--- src/rtl/program_counter_if.sv ---
// Fetch-sequencer bus: control inputs toward the program counter and its status outputs.
// The master side drives the decoded instruction controls; the slave side is the sequencer.
interface program_counter_if #(
  parameter int W = 10,
  parameter int C = 16
) ();
  logic         Start;
  logic         Halt;
  logic         BranchEn;
  logic         Flag;
  logic [W-1:0] Target;
  logic [W-1:0] ProgCtr;
  logic         Running;
  logic         Done;
  logic [C-1:0] InstCount;

  modport master (
    output Start, Halt, BranchEn, Flag, Target,
    input  ProgCtr, Running, Done, InstCount
  );

  modport slave (
    input  Start, Halt, BranchEn, Flag, Target,
    output ProgCtr, Running, Done, InstCount
  );
endinterface

--- src/rtl/program_counter.sv ---
// Instruction-fetch sequencer: steps or branches the PC once per cycle while running,
// frames execution with Start/Done, and keeps a saturating retired-instruction count.
module program_counter #(
  parameter int           W          = 10,
  parameter int           C          = 16,
  parameter logic [W-1:0] START_ADDR = '0
) (
  input  logic             Clk,
  input  logic             Reset,
  program_counter_if.slave bus
);

  typedef enum logic [1:0] {
    IDLE   = 2'd0,
    RUN    = 2'd1,
    HALTED = 2'd2
  } state_t;

  state_t       state_q, state_d;
  logic [W-1:0] pc_q, pc_d;
  logic [C-1:0] cnt_q, cnt_d;
  logic [C-1:0] cnt_inc;

  // Count of retired instructions holds at all-ones instead of wrapping.
  assign cnt_inc = (cnt_q == {C{1'b1}}) ? cnt_q : cnt_q + 1'b1;

  // NOTE: sequential state uses non-blocking assignments so every flop samples
  // pre-edge values regardless of process ordering.
  always_ff @(posedge Clk or posedge Reset) begin
    if (Reset) begin
      state_q <= IDLE;
      pc_q    <= START_ADDR;
      cnt_q   <= '0;
    end else begin
      state_q <= state_d;
      pc_q    <= pc_d;
      cnt_q   <= cnt_d;
    end
  end

  // NOTE: every signal written here gets a hold default first, so no branch
  // can leave one unassigned and infer a latch.
  always_comb begin
    state_d = state_q;
    pc_d    = pc_q;
    cnt_d   = cnt_q;
    unique case (state_q)
      IDLE, HALTED: begin
        if (bus.Start) begin
          state_d = RUN;
          pc_d    = START_ADDR;
          cnt_d   = '0;
        end
      end
      RUN: begin
        if (bus.Start) begin
          // Restart discards the instruction at the current PC without counting it.
          pc_d  = START_ADDR;
          cnt_d = '0;
        end else if (bus.Halt) begin
          state_d = HALTED;
          cnt_d   = cnt_inc;
        end else if (bus.BranchEn && bus.Flag) begin
          pc_d  = bus.Target;
          cnt_d = cnt_inc;
        end else begin
          pc_d  = pc_q + 1'b1;
          cnt_d = cnt_inc;
        end
      end
      default: state_d = IDLE;
    endcase
  end

  // Status flags decode straight from the state flops, so no input reaches an output.
  assign bus.ProgCtr   = pc_q;
  assign bus.InstCount = cnt_q;
  assign bus.Running   = (state_q == RUN);
  assign bus.Done      = (state_q == HALTED);

endmodule

--- src/flat_wrapper.sv ---
// flat-port wrapper written by rule: the top's interface ports become plain ports
module program_counter_flat 
#(
  parameter int           W          = 10,
  parameter int           C          = 16,
  parameter logic [W-1:0] START_ADDR = '0
)
  (Clk, Reset, bus_Start, bus_Halt, bus_BranchEn, bus_Flag, bus_Target, bus_ProgCtr, bus_Running, bus_Done, bus_InstCount);
  program_counter_if #(.W(W), .C(C)) bus_i ();
  input  logic Clk;
  input  logic Reset;
  input wire logic [$bits(bus_i.Start)-1:0] bus_Start;
  input wire logic [$bits(bus_i.Halt)-1:0] bus_Halt;
  input wire logic [$bits(bus_i.BranchEn)-1:0] bus_BranchEn;
  input wire logic [$bits(bus_i.Flag)-1:0] bus_Flag;
  input wire logic [$bits(bus_i.Target)-1:0] bus_Target;
  output wire logic [$bits(bus_i.ProgCtr)-1:0] bus_ProgCtr;
  output wire logic [$bits(bus_i.Running)-1:0] bus_Running;
  output wire logic [$bits(bus_i.Done)-1:0] bus_Done;
  output wire logic [$bits(bus_i.InstCount)-1:0] bus_InstCount;
  assign bus_i.Start = bus_Start;
  assign bus_i.Halt = bus_Halt;
  assign bus_i.BranchEn = bus_BranchEn;
  assign bus_i.Flag = bus_Flag;
  assign bus_i.Target = bus_Target;
  assign bus_ProgCtr = bus_i.ProgCtr;
  assign bus_Running = bus_i.Running;
  assign bus_Done = bus_i.Done;
  assign bus_InstCount = bus_i.InstCount;
  program_counter #(.W(W), .C(C), .START_ADDR(START_ADDR)) u_core (.Clk(Clk), .Reset(Reset), .bus(bus_i));
endmodule
--- config.mk ---
export PLATFORM = sky130hd
export DESIGN_NAME = program_counter_flat
export DESIGN_NICKNAME = d
export VERILOG_FILES = /design/src/rtl/program_counter_if.sv /design/src/rtl/program_counter.sv /design/src/flat_wrapper.sv
export SDC_FILE = /design/constraint.sdc
export NUM_CORES = 1
export LEC_CHECK = 0
export CAP_MARGIN = 15
export CORE_ASPECT_RATIO = 0.75
export CORE_MARGIN = 4
export CORE_UTILIZATION = 40
export CTS_CLUSTER_DIAMETER = 40
export DETAILED_ROUTE_END_ITERATION = 7
export GPL_ROUTABILITY_DRIVEN = 0
export GPL_TIMING_DRIVEN = 0
export PLACE_DENSITY = 0.72
export SETUP_SLACK_MARGIN = 0.05
export SLEW_MARGIN = 10
export SYNTH_ARGS = -nofsm -noshare
export SYNTH_HDL_FRONTEND = slang
export SYNTH_SLANG_ARGS = --single-unit
--- constraint.sdc ---
create_clock -name Clk -period 6.03 [get_ports Clk]
set_clock_uncertainty 0.1 [all_clocks]
set_input_delay 1.206 -clock Clk [delete_from_list [all_inputs] [get_ports Clk]]
set_output_delay 1.206 -clock Clk [all_outputs]
set_load 0.01 [all_outputs]
==> results of run 1 <==
-- flip-flops by register name, summed over array words and instances (netlist names) --
name,cells
u_core.bus.ProgCtr,10
u_core.bus.InstCount,16
u_core.state_q,2
-- kinds of logic (layout without fill, tap and decap cells) --
logic type / after synthesis / in the layout / synth area share
multiplexers: 1 / 1 / 0.00591
XOR/XNOR: 2 / 2 / 0.0103
flip-flops: 28 / 28 / 0.414
buffers and inverters: 23 / 71 / 0.0628
AO/OA/AOI/OAI: 70 / 70 / 0.288
adder cells (fa/ha/maj): 2 / 2 / 0.0148
AND/OR/NAND/NOR: 61 / 61 / 0.204
-- power groups by stage --
stage	clock, mW	sequential, mW	combinational [mW]
final	0.117	0.209	0.0940
after global routing	0.130	0.210	0.105
after CTS	0.122	0.208	0.0925
after detailed placement	0	0.212	0.0918
after global placement	0	0.212	0.0913
after floorplan	0	0.213	0.0477
-- cell usage in the layout (no fill, tap or decap), types with 2 or more instances in the layout --
| cell | n |
|---|---|
| clkdlybuf4s50_1 | 43 |
| dfrtp_1 | 28 |
| o31ai_1 | 16 |
| nor2_1 | 12 |
| nand2_1 | 10 |
| clkbuf_1 | 9 |
| o21ai_0 | 8 |
| inv_1 | 7 |
| a21oi_1 | 7 |
| nand3_1 | 6 |
| a31oi_1 | 6 |
| o21ai_1 | 6 |
| and4_1 | 5 |
| and3_1 | 5 |
| o2bb2ai_1 | 5 |
| buf_2 | 4 |
| a22o_1 | 4 |
| clkbuf_8 | 4 |
| nor2b_1 | 3 |
| nand4_1 | 3 |
| and2_1 | 3 |
| a22oi_1 | 3 |
| nor3_1 | 3 |
| a41oi_1 | 3 |
| buf_6 | 2 |
| and4b_1 | 2 |
| nor3b_1 | 2 |
| nand2b_1 | 2 |
| o22ai_1 | 2 |
| o41ai_1 | 2 |
| a21o_1 | 2 |
| ha_1 | 2 |
-- metrics by stage --
step           hold WS, ns  power (mW)  std cells
3_5_place_dp         0.413       0.304        285
4_1_cts              0.442       0.423        289
5_1_grt              0.458       0.445        290
3_3_place_gp         0.419       0.303        285
2_1_floorplan        0.433       0.261        187
6_report             0.435       0.419        290
-- worst max path at each step --
stage	end	cells after the start	start
2_1_floorplan	u_core.bus.ProgCtr[8]$_DFFE_PP0P_	6	bus_Start
3_3_place_gp	u_core.bus.ProgCtr[0]$_DFFE_PP0P_	4	bus_Start
3_5_place_dp	u_core.bus.ProgCtr[0]$_DFFE_PP0P_	4	bus_Start
4_1_cts	u_core.bus.ProgCtr[0]$_DFFE_PP0P_	4	bus_Start
5_1_grt	u_core.bus.ProgCtr[0]$_DFFE_PP0P_	4	bus_Start
6_report	u_core.bus.ProgCtr[0]$_DFFE_PP0P_	4	bus_Start
-- critical path, cell delays in order --
cell,delay (ns)
clkdlybuf4s50_1,0.49
nor3b_1,0.79
nand2b_1,0.38
o22ai_1,0.25
-- routing by layer --
metal  vias to the layer above  wire [um]  global-route usage
met1                       777       2160               0.262
met4                         0         34              0.0306
met2                        54       1840               0.246
met3                         5        303              0.0348
met5                         -          0                   0
li1                        812          -                   -
-- area by class of cell --
type                            instances  share of cell area
Buffer                                 15              0.0336
Tap cell                               55              0.0303
Sequential cell                        28               0.308
Inverter                                8              0.0132
Clock buffer                            4              0.0242
Multi-Input combinational cell        136               0.389
Timing Repair Buffer                   44               0.201
==> impl_metrics.py, run 1 <==
metrics = {
    "run_status": {
        "status": "completed",
    },
    "grt": {
        "grt_max_degree": 29,
        "grt_pass1_vias": 1496,
        "globalRouteOverflowTotal": 0,
        "antenna_found_initial": 0,
        "grt_pass1_wl_um": 7430,
        "grtUsageTotal": 0.170,
    },
    "sta": {
        "setup_viol": 0,
        "worstMarginPinSlew_ns": 0.929,
        "slew_viol_final": 0,
        "tns_ns": 0,
        "fin_ws_ns": 3.02,
        "final-hold-violation-count": 0,
        "layout_min_cycle_time_ns": 3.01,
        "slew_headroom": 0.379,
        "rsz0062_at_grt": "no",
        "final.period_utilization": 0.499,
        "fmax_mhz": 332,
    },
    "clock_network": {
        "htree_num_levels": 1,
        "cts_setup_buffers": 0,
        "cts.root.buffer_cell": "clkbuf_8",
        "cts_hold_buffers": 0,
        "cts_tree": "yes",
        "numCtsBuffers": 3,
        "clock_path_buffers": 2,
        "clkTransAtPathRegs_ns": 0.09,
        "cts_resized": 0,
        "numClockSinks": 28,
        "clk_latency_ns": 0.28,
    },
    "logic_synthesis": {
        "synth_top_area_frac": 0.414,
        "synth_common_cells": "28 x dfrtp_1, 16 x o31ai_1, 12 x nor2_1",
        "seq_area_frac_synth": 0.414,
        "synth_area_leaders": "dfrtp_1 41%, o31ai_1 7.1%, nor2_1 2.7%",
        "syn_area_um2": 1690,
        "ys_ff_latch": 28,
        "synth_edf_count": 0,
        "syn_nets": 205,
        "async_flop_share": 1.00,
        "ys_types": 44,
        "synth_flop_cell": "dfrtp_1",
        "syn_inst": 187,
        "synth_most_common_cell": "dfrtp_1",
        "syn_area_per_cell_um2": 9.05,
        "ys_warn_count": 0,
        "yosysTopAreaCell": "dfrtp_1",
    },
    "critical_path": {
        "start_kind": "input pin",
        "cp.arrival_ns": 3.11,
        "critical_path_class": "in2reg",
        "critPathRequiredTime_ns": 6.13,
        "r2r_slack_ns": 3.70,
        "reg2reg_depth": 8,
        "end_kind": "flip-flop",
        "r2r_start": "u_core.bus.InstCount[0]$_DFFE_PP0P_",
        "cp_max_fo": 7,
        "reg2reg_to": "u_core.bus.InstCount[8]$_DFFE_PP0P_",
    },
    "final_layout": {
        "layout-drive-gt1-share": 0.0596,
        "fin_nets": 254,
        "fill_cells": 370,
        "ff_latch_area_um2": 701,
        "multi_input_area_um2": 886,
        "insertedDiodeCount": 0,
        "fin_area_um2": 2270,
        "utilization": 0.558,
        "synthToLayoutAreaGrowth_pct": 34.4,
    },
    "floorplanning": {
        "ios": 44,
        "dieArea_um2": 5350,
        "start_util": 0.415,
        "die-height_um": 64.3,
        "rows": 20,
        "core_area_um2": 4080,
        "die-width_um": 83.1,
    },
    "placed_design": {
        "dpl_cell_area_um2": 2190,
        "dpl_worst_slack_ns": 2.73,
        "hpwlAfterDp_um": 3170,
        "io_buffers": 43,
    },
    "pwr": {
        "ir_drop_uv": 106,
        "pwr-share-comb": 0.224,
        "power.switching_mw": 0.117,
        "power_density_nw_per_um2": 184,
        "internal_power_mw": 0.302,
        "p_sw_frac": 0.279,
        "p_leak_nw": 0.939,
        "pwr-share-clk": 0.278,
        "pwr-share-seq": 0.498,
    },
    "hold_path": {
        "holdCritStartpoint": "u_core.bus.InstCount[11]$_DFFE_PP0P_",
        "holdPathEnd": "u_core.bus.InstCount[11]$_DFFE_PP0P_",
        "hold_depth": 1,
        "hp-class": "reg2reg",
    },
    "detailed_routing": {
        "drt-total-wl_um": 4340,
        "detail_route.first_pass.iterations": 4,
        "routed_via_density": 5.68,
        "drtIter0Drc": 160,
        "drcViolationCount": 0,
        "vias": 1648,
        "ant_nets": 0,
        "routedWlPerCell_um": 15.0,
    },
    "run": {
        "drv_cap": 0,
    },
}
Note: power is estimated with default switching activity, not from simulation.
==> run 2, diff against run 1 <==
Settings changed: PLACE_DENSITY 0.72 to 0.74.
Clock period 6.03 ns to 2.6 ns, I/O delays scaled along.
==> run 2 against run 1 <==
  * Critical path depth increased by 4
  * Critical path type is now reg2reg
  * Clock power rose by 97%
  * Largest cell class unchanged
  * Via count unchanged
==> impl_metrics.py, run 2 (synthesis results as in run 1) <==
metrics = {
    "run_status": {
        "status": "completed",
    },
    "clock_network": {
        "cts_setup_buffers": 0,
        "clock_path_buffers": 2,
        "cts.root.buffer_cell": "clkbuf_8",
        "cts_hold_buffers": 0,
        "numClockSinks": 28,
        "cts_tree": "yes",
        "numCtsBuffers": 3,
        "htree_num_levels": 1,
        "clk_latency_ns": 0.27,
        "clkTransAtPathRegs_ns": 0.09,
        "cts_resized": 0,
    },
    "final_layout": {
        "synthToLayoutAreaGrowth_pct": 32.8,
        "layout-drive-gt1-share": 0.0556,
        "mostFrequentLayoutCell": "clkdlybuf4s50_1",
        "utilization": 0.551,
        "fin_nets": 254,
        "most-common-layout-cells": "43 x clkdlybuf4s50_1, 28 x dfrtp_1, 16 x o31ai_1",
        "layoutNonFillerInstCount": 289,
        "fill_cells": 398,
        "largest_register_ffs": 16,
        "fin_area_um2": 2250,
        "insertedDiodeCount": 0,
    },
    "critical_path": {
        "r2r_slack_ns": 0.27,
        "reg2reg_to": "u_core.bus.InstCount[7]$_DFFE_PP0P_",
        "start_kind": "flip-flop",
        "cp_top_family": "buffers and inverters",
        "r2r_start": "u_core.bus.InstCount[0]$_DFFE_PP0P_",
        "max_stage_delay_ns": 0.43,
        "reg2reg_depth": 8,
        "crit_chain": "ha_1 > and4_1 > clkbuf_1 > and4_1 > clkbuf_1 > buf_2 > o31ai_1 > o41ai_1",
        "cp_num_cells": 8,
        "critical_path_class": "reg2reg",
        "cp_max_fo": 10,
        "cp.arrival_ns": 2.39,
        "critPathRequiredTime_ns": 2.66,
        "slowest_stage": "dfrtp_1",
        "end_kind": "flip-flop",
        "crit_buf_inv": 3,
    },
    "sta": {
        "setup_viol": 0,
        "layout_min_cycle_time_ns": 2.33,
        "slew_viol_final": 0,
        "final.period_utilization": 0.895,
        "fmax_mhz": 430,
        "rsz0062_at_grt": "no",
        "final-hold-violation-count": 0,
        "slew_headroom": 0.409,
        "worstMarginPinSlew_ns": 0.884,
        "holdWs_ns": 0.444,
        "tns_ns": 0,
        "fin_ws_ns": 0.273,
    },
    "floorplanning": {
        "ios": 44,
        "dieArea_um2": 5350,
        "core_area_um2": 4080,
        "rows": 20,
        "die-height_um": 64.3,
        "die-width_um": 83.1,
        "start_util": 0.415,
    },
    "detailed_routing": {
        "routedWlPerCell_um": 15.0,
        "detail_route.first_pass.iterations": 5,
        "drt-total-wl_um": 4340,
        "routed_via_density": 5.70,
        "drcViolationCount": 0,
        "vias": 1648,
        "ant_nets": 0,
        "drtIter0Drc": 129,
    },
    "pwr": {
        "p_leak_nw": 0.927,
        "power.switching_mw": 0.264,
        "p_sw_frac": 0.284,
        "pwr-share-seq": 0.518,
        "power_density_nw_per_um2": 415,
        "pwr-share-clk": 0.246,
        "ir_drop_uv": 272,
        "internal_power_mw": 0.668,
        "pwr-share-comb": 0.236,
        "power.total_mw": 0.932,
    },
    "grt": {
        "antenna_found_initial": 0,
        "grt_pass1_vias": 1541,
        "grt_pass1_wl_um": 7370,
        "grtUsageTotal": 0.167,
        "globalRouteOverflowTotal": 0,
        "grt_max_degree": 29,
    },
    "placed_design": {
        "io_buffers": 43,
        "dpl_cell_area_um2": 2190,
        "dpl_worst_slack_ns": 0.0112,
        "place_inst": 285,
        "hpwlAfterDp_um": 3230,
    },
    "run": {
        "drv_cap": 0,
    },
    "hold_path": {
        "hp-class": "in2async",
    },
}
run 2: cell count changes in the layout (fill, tap and decap cells not counted), sizes merged:
cell / before / now
clkbuf: 13 / 12
run 2: power groups by stage:
stage	clock (mW)	sequential, mW	combinational, mW
floorplan	0	0.495	0.111
global placement	0	0.491	0.213
detailed placement	0	0.491	0.217
CTS	0.240	0.483	0.218
global route	0.256	0.488	0.244
finish	0.230	0.483	0.220
run 2: final cells by class:
type	count	area (um^2)	share of cell area
multi-input combinational	136	886	0.394
sequential	28	701	0.312
timing repair buffer	44	445	0.198
buffer	15	76.3	0.0339
tap	55	68.8	0.0306
clock buffer	3	41.3	0.0184
inverter	8	30.0	0.0134
run 2: routing by layer:
| layer | wire, um | part of all wire | vias to the layer above | global-route usage |
|---|---|---|---|---|
| met5 | 0 | 0 | - | 0 |
| met4 | 22 | 0.0051 | 0 | 0.0245 |
| met2 | 1920 | 0.44 | 45 | 0.266 |
| met3 | 196 | 0.045 | 2 | 0.0335 |
| met1 | 2200 | 0.51 | 790 | 0.241 |
| li1 | - | - | 811 | - |
run 2: worst max-delay path by stage:
stage                                             start                                    to  slack (ns)
floorplan           u_core.bus.InstCount[0]$_DFFE_PP0P_  u_core.bus.InstCount[11]$_DFFE_PP0P_        0.58
global placement                              bus_Start     u_core.bus.ProgCtr[0]$_DFFE_PP0P_        0.02
detailed placement                            bus_Start     u_core.bus.ProgCtr[0]$_DFFE_PP0P_        0.01
CTS                                           bus_Start     u_core.bus.ProgCtr[0]$_DFFE_PP0P_        0.30
global route                                  bus_Start     u_core.bus.ProgCtr[0]$_DFFE_PP0P_        0.09
finish              u_core.bus.InstCount[0]$_DFFE_PP0P_   u_core.bus.InstCount[7]$_DFFE_PP0P_        0.27
==> run 3, diff against run 2 <==
Settings changed: CORE_ASPECT_RATIO 0.75 to 1.25, HOLD_SLACK_MARGIN set to 0.05.
Clock period 2.6 ns to 2 ns, I/O delays scaled along.
==> run 3 against run 2 <==
  * First-iteration DRC count is 13% higher
  * Sequential share of layout area shrank 1.9 points
  * Core utilization increased by 3.4 points
  * Hold slack lost 0.21 ns
  * Flip-flop and latch count unchanged
  * Die area barely moved
  * Maximum frequency grew 21%
  * Global-route usage grew 1.4 points
  * Routed wire length up 4.0%
  * Sequential power up 29%
  * Design area is 6.6% higher
  * Critical endpoint is now u_core.bus.ProgCtr[8]$_DFFE_PP0P_
==> impl_metrics.py, run 3 (synthesis results as in run 1) <==
metrics = {
    "final_layout": {
        "fin_area_um2": 2400,
        "layout-drive-gt1-share": 0.160,
        "insertedDiodeCount": 0,
        "mostFrequentLayoutCell": "clkdlybuf4s50_1",
        "fin_nets": 257,
        "largest_register_ffs": 16,
        "fill_cells": 385,
        "layoutNonFillerInstCount": 294,
        "most-common-layout-cells": "39 x clkdlybuf4s50_1, 28 x dfrtp_1, 14 x o31ai_1",
        "synthToLayoutAreaGrowth_pct": 41.6,
    },
    "run": {
        "drv_cap": 0,
    },
    "sta": {
        "setup_viol": 0,
        "fin_ws_ns": 0.0697,
        "slew_viol_final": 0,
        "final-hold-violation-count": 0,
        "fmax_mhz": 518,
        "slew_headroom": 0.668,
        "rsz0062_at_grt": "yes",
        "final.period_utilization": 0.965,
        "worstMarginPinSlew_ns": 0.497,
        "layout_min_cycle_time_ns": 1.93,
    },
    "detailed_routing": {
        "detail_route.first_pass.iterations": 4,
        "drcViolationCount": 0,
        "vias": 1686,
        "routed_via_density": 5.73,
        "routedWlPerCell_um": 15.3,
        "drt-total-wl_um": 4510,
        "drtIter0Drc": 146,
        "ant_nets": 0,
    },
    "grt": {
        "grt_pass1_wl_um": 7780,
        "grtUsageTotal": 0.181,
        "antenna_found_initial": 0,
        "grt_max_degree": 29,
        "grt_pass1_vias": 1764,
        "globalRouteOverflowTotal": 0,
    },
    "clock_network": {
        "cts_tree": "yes",
        "clk_latency_ns": 0.28,
        "cts_hold_buffers": 0,
        "htree_num_levels": 1,
        "numClockSinks": 28,
        "cts.root.buffer_cell": "clkbuf_8",
        "numCtsBuffers": 3,
        "clkTransAtPathRegs_ns": 0.11,
        "clock_path_buffers": 2,
    },
    "floorplanning": {
        "core_area_um2": 4100,
        "start_util": 0.413,
        "dieArea_um2": 5340,
        "ios": 44,
        "die-height_um": 80.7,
        "rows": 26,
        "die-width_um": 66.2,
    },
    "critical_path": {
        "start_kind": "flip-flop",
        "end_kind": "flip-flop",
        "cp_max_fo": 8,
        "critical_path_class": "reg2reg",
        "critPathRequiredTime_ns": 2.11,
        "cp.arrival_ns": 2.04,
    },
    "pwr": {
        "power.total_mw": 1.31,
        "p_leak_nw": 1.02,
        "power_density_nw_per_um2": 548,
        "ir_drop_uv": 273,
    },
    "placed_design": {
        "hpwlAfterDp_um": 3220,
        "place_inst": 286,
        "io_buffers": 43,
        "dpl_cell_area_um2": 2200,
        "dpl_worst_slack_ns": -0.515,
    },
    "run_status": {
        "status": "completed",
    },
    "hold_path": {
        "hp-class": "in2async",
    },
}
[run 3: cell types whose count changed in the layout (fill, tap and decap cells not counted), moves of 3 or more]
cell and change:
clkbuf_2 +3, clkbuf_1 -6, clkdlybuf4s50_1 -4, buf_4 +9, o21ai_2 +4, o21ai_1 -4
buf_2 -4
[run 3: through the flow]
stage	util	TNS (ns)	hold WS [ns]
floorplan	-	0	0.365
global placement	0.537	-8.26	0.413
detailed placement	0.537	-9.09	0.428
CTS	0.564	0	0.442
global route	0.585	-0.0322	0.252
finish	0.585	0	0.234
[run 3: worst max-delay path, cell delays in order (launching register included)]
cell     delay (ns)
dfrtp_1        0.45
or3b_1         0.36
buf_4          0.16
or3_4          0.37
buf_6          0.15
o21ai_2        0.13
a22o_1         0.14
[run 3: path summary, 6_finish.rpt]
| check | slack [ns] | cells past startpoint | end | startpoint |
|---|---|---|---|---|
| max in group asynchronous | 1.20 | 3 | u_core.bus.InstCount[2]$_DFFE_PP0P_ | Reset |
| min in group Clk | 0.41 | 2 | u_core.state_q[1]$_DFFE_PP0P_ | bus_Start |
| hold reg to reg | 0.44 | 1 | u_core.bus.InstCount[11]$_DFFE_PP0P_ | u_core.bus.InstCount[11]$_DFFE_PP0P_ |
| setup / recovery | 0.07 | 6 | u_core.bus.ProgCtr[8]$_DFFE_PP0P_ | u_core.state_q[1]$_DFFE_PP0P_ |
| setup reg to reg | 0.07 | 6 | u_core.bus.ProgCtr[8]$_DFFE_PP0P_ | u_core.state_q[1]$_DFFE_PP0P_ |
| hold / removal | 0.23 | 2 | u_core.bus.InstCount[3]$_DFFE_PP0P_ | Reset |
[run 3: final cells by class]
cell class	count	area [um^2]	share of cell area
Tap cell	56	70.1	0.0292
Sequential cell	28	701	0.292
Inverter	8	30.0	0.0125
Buffer	12	82.6	0.0344
Multi-Input combinational cell	136	952	0.397
Clock buffer	4	55.1	0.0230
Timing Repair Buffer	50	507	0.211
[run 3: repair_timing]
action	4_1_cts	5_1_grt
setup buffers	5	1
pin swaps	0	2
gates cloned	0	0
setup endpoints to repair	28	23
gates resized for setup	10	23
[run 3: routing by layer]
metal / track usage / wire, um
met5: 0 / 0
met4: 0.0467 / 31
met3: 0.0263 / 223
met2: 0.348 / 2340
met1: 0.206 / 1920
[run 3: where the power goes]
| group | internal [mW] | switching, mW |
|---|---|---|
| Combinational | 0.173 | 0.165 |
| Clock | 0.176 | 0.177 |
| Sequential | 0.593 | 0.0317 |
| Total | 0.942 | 0.373 |
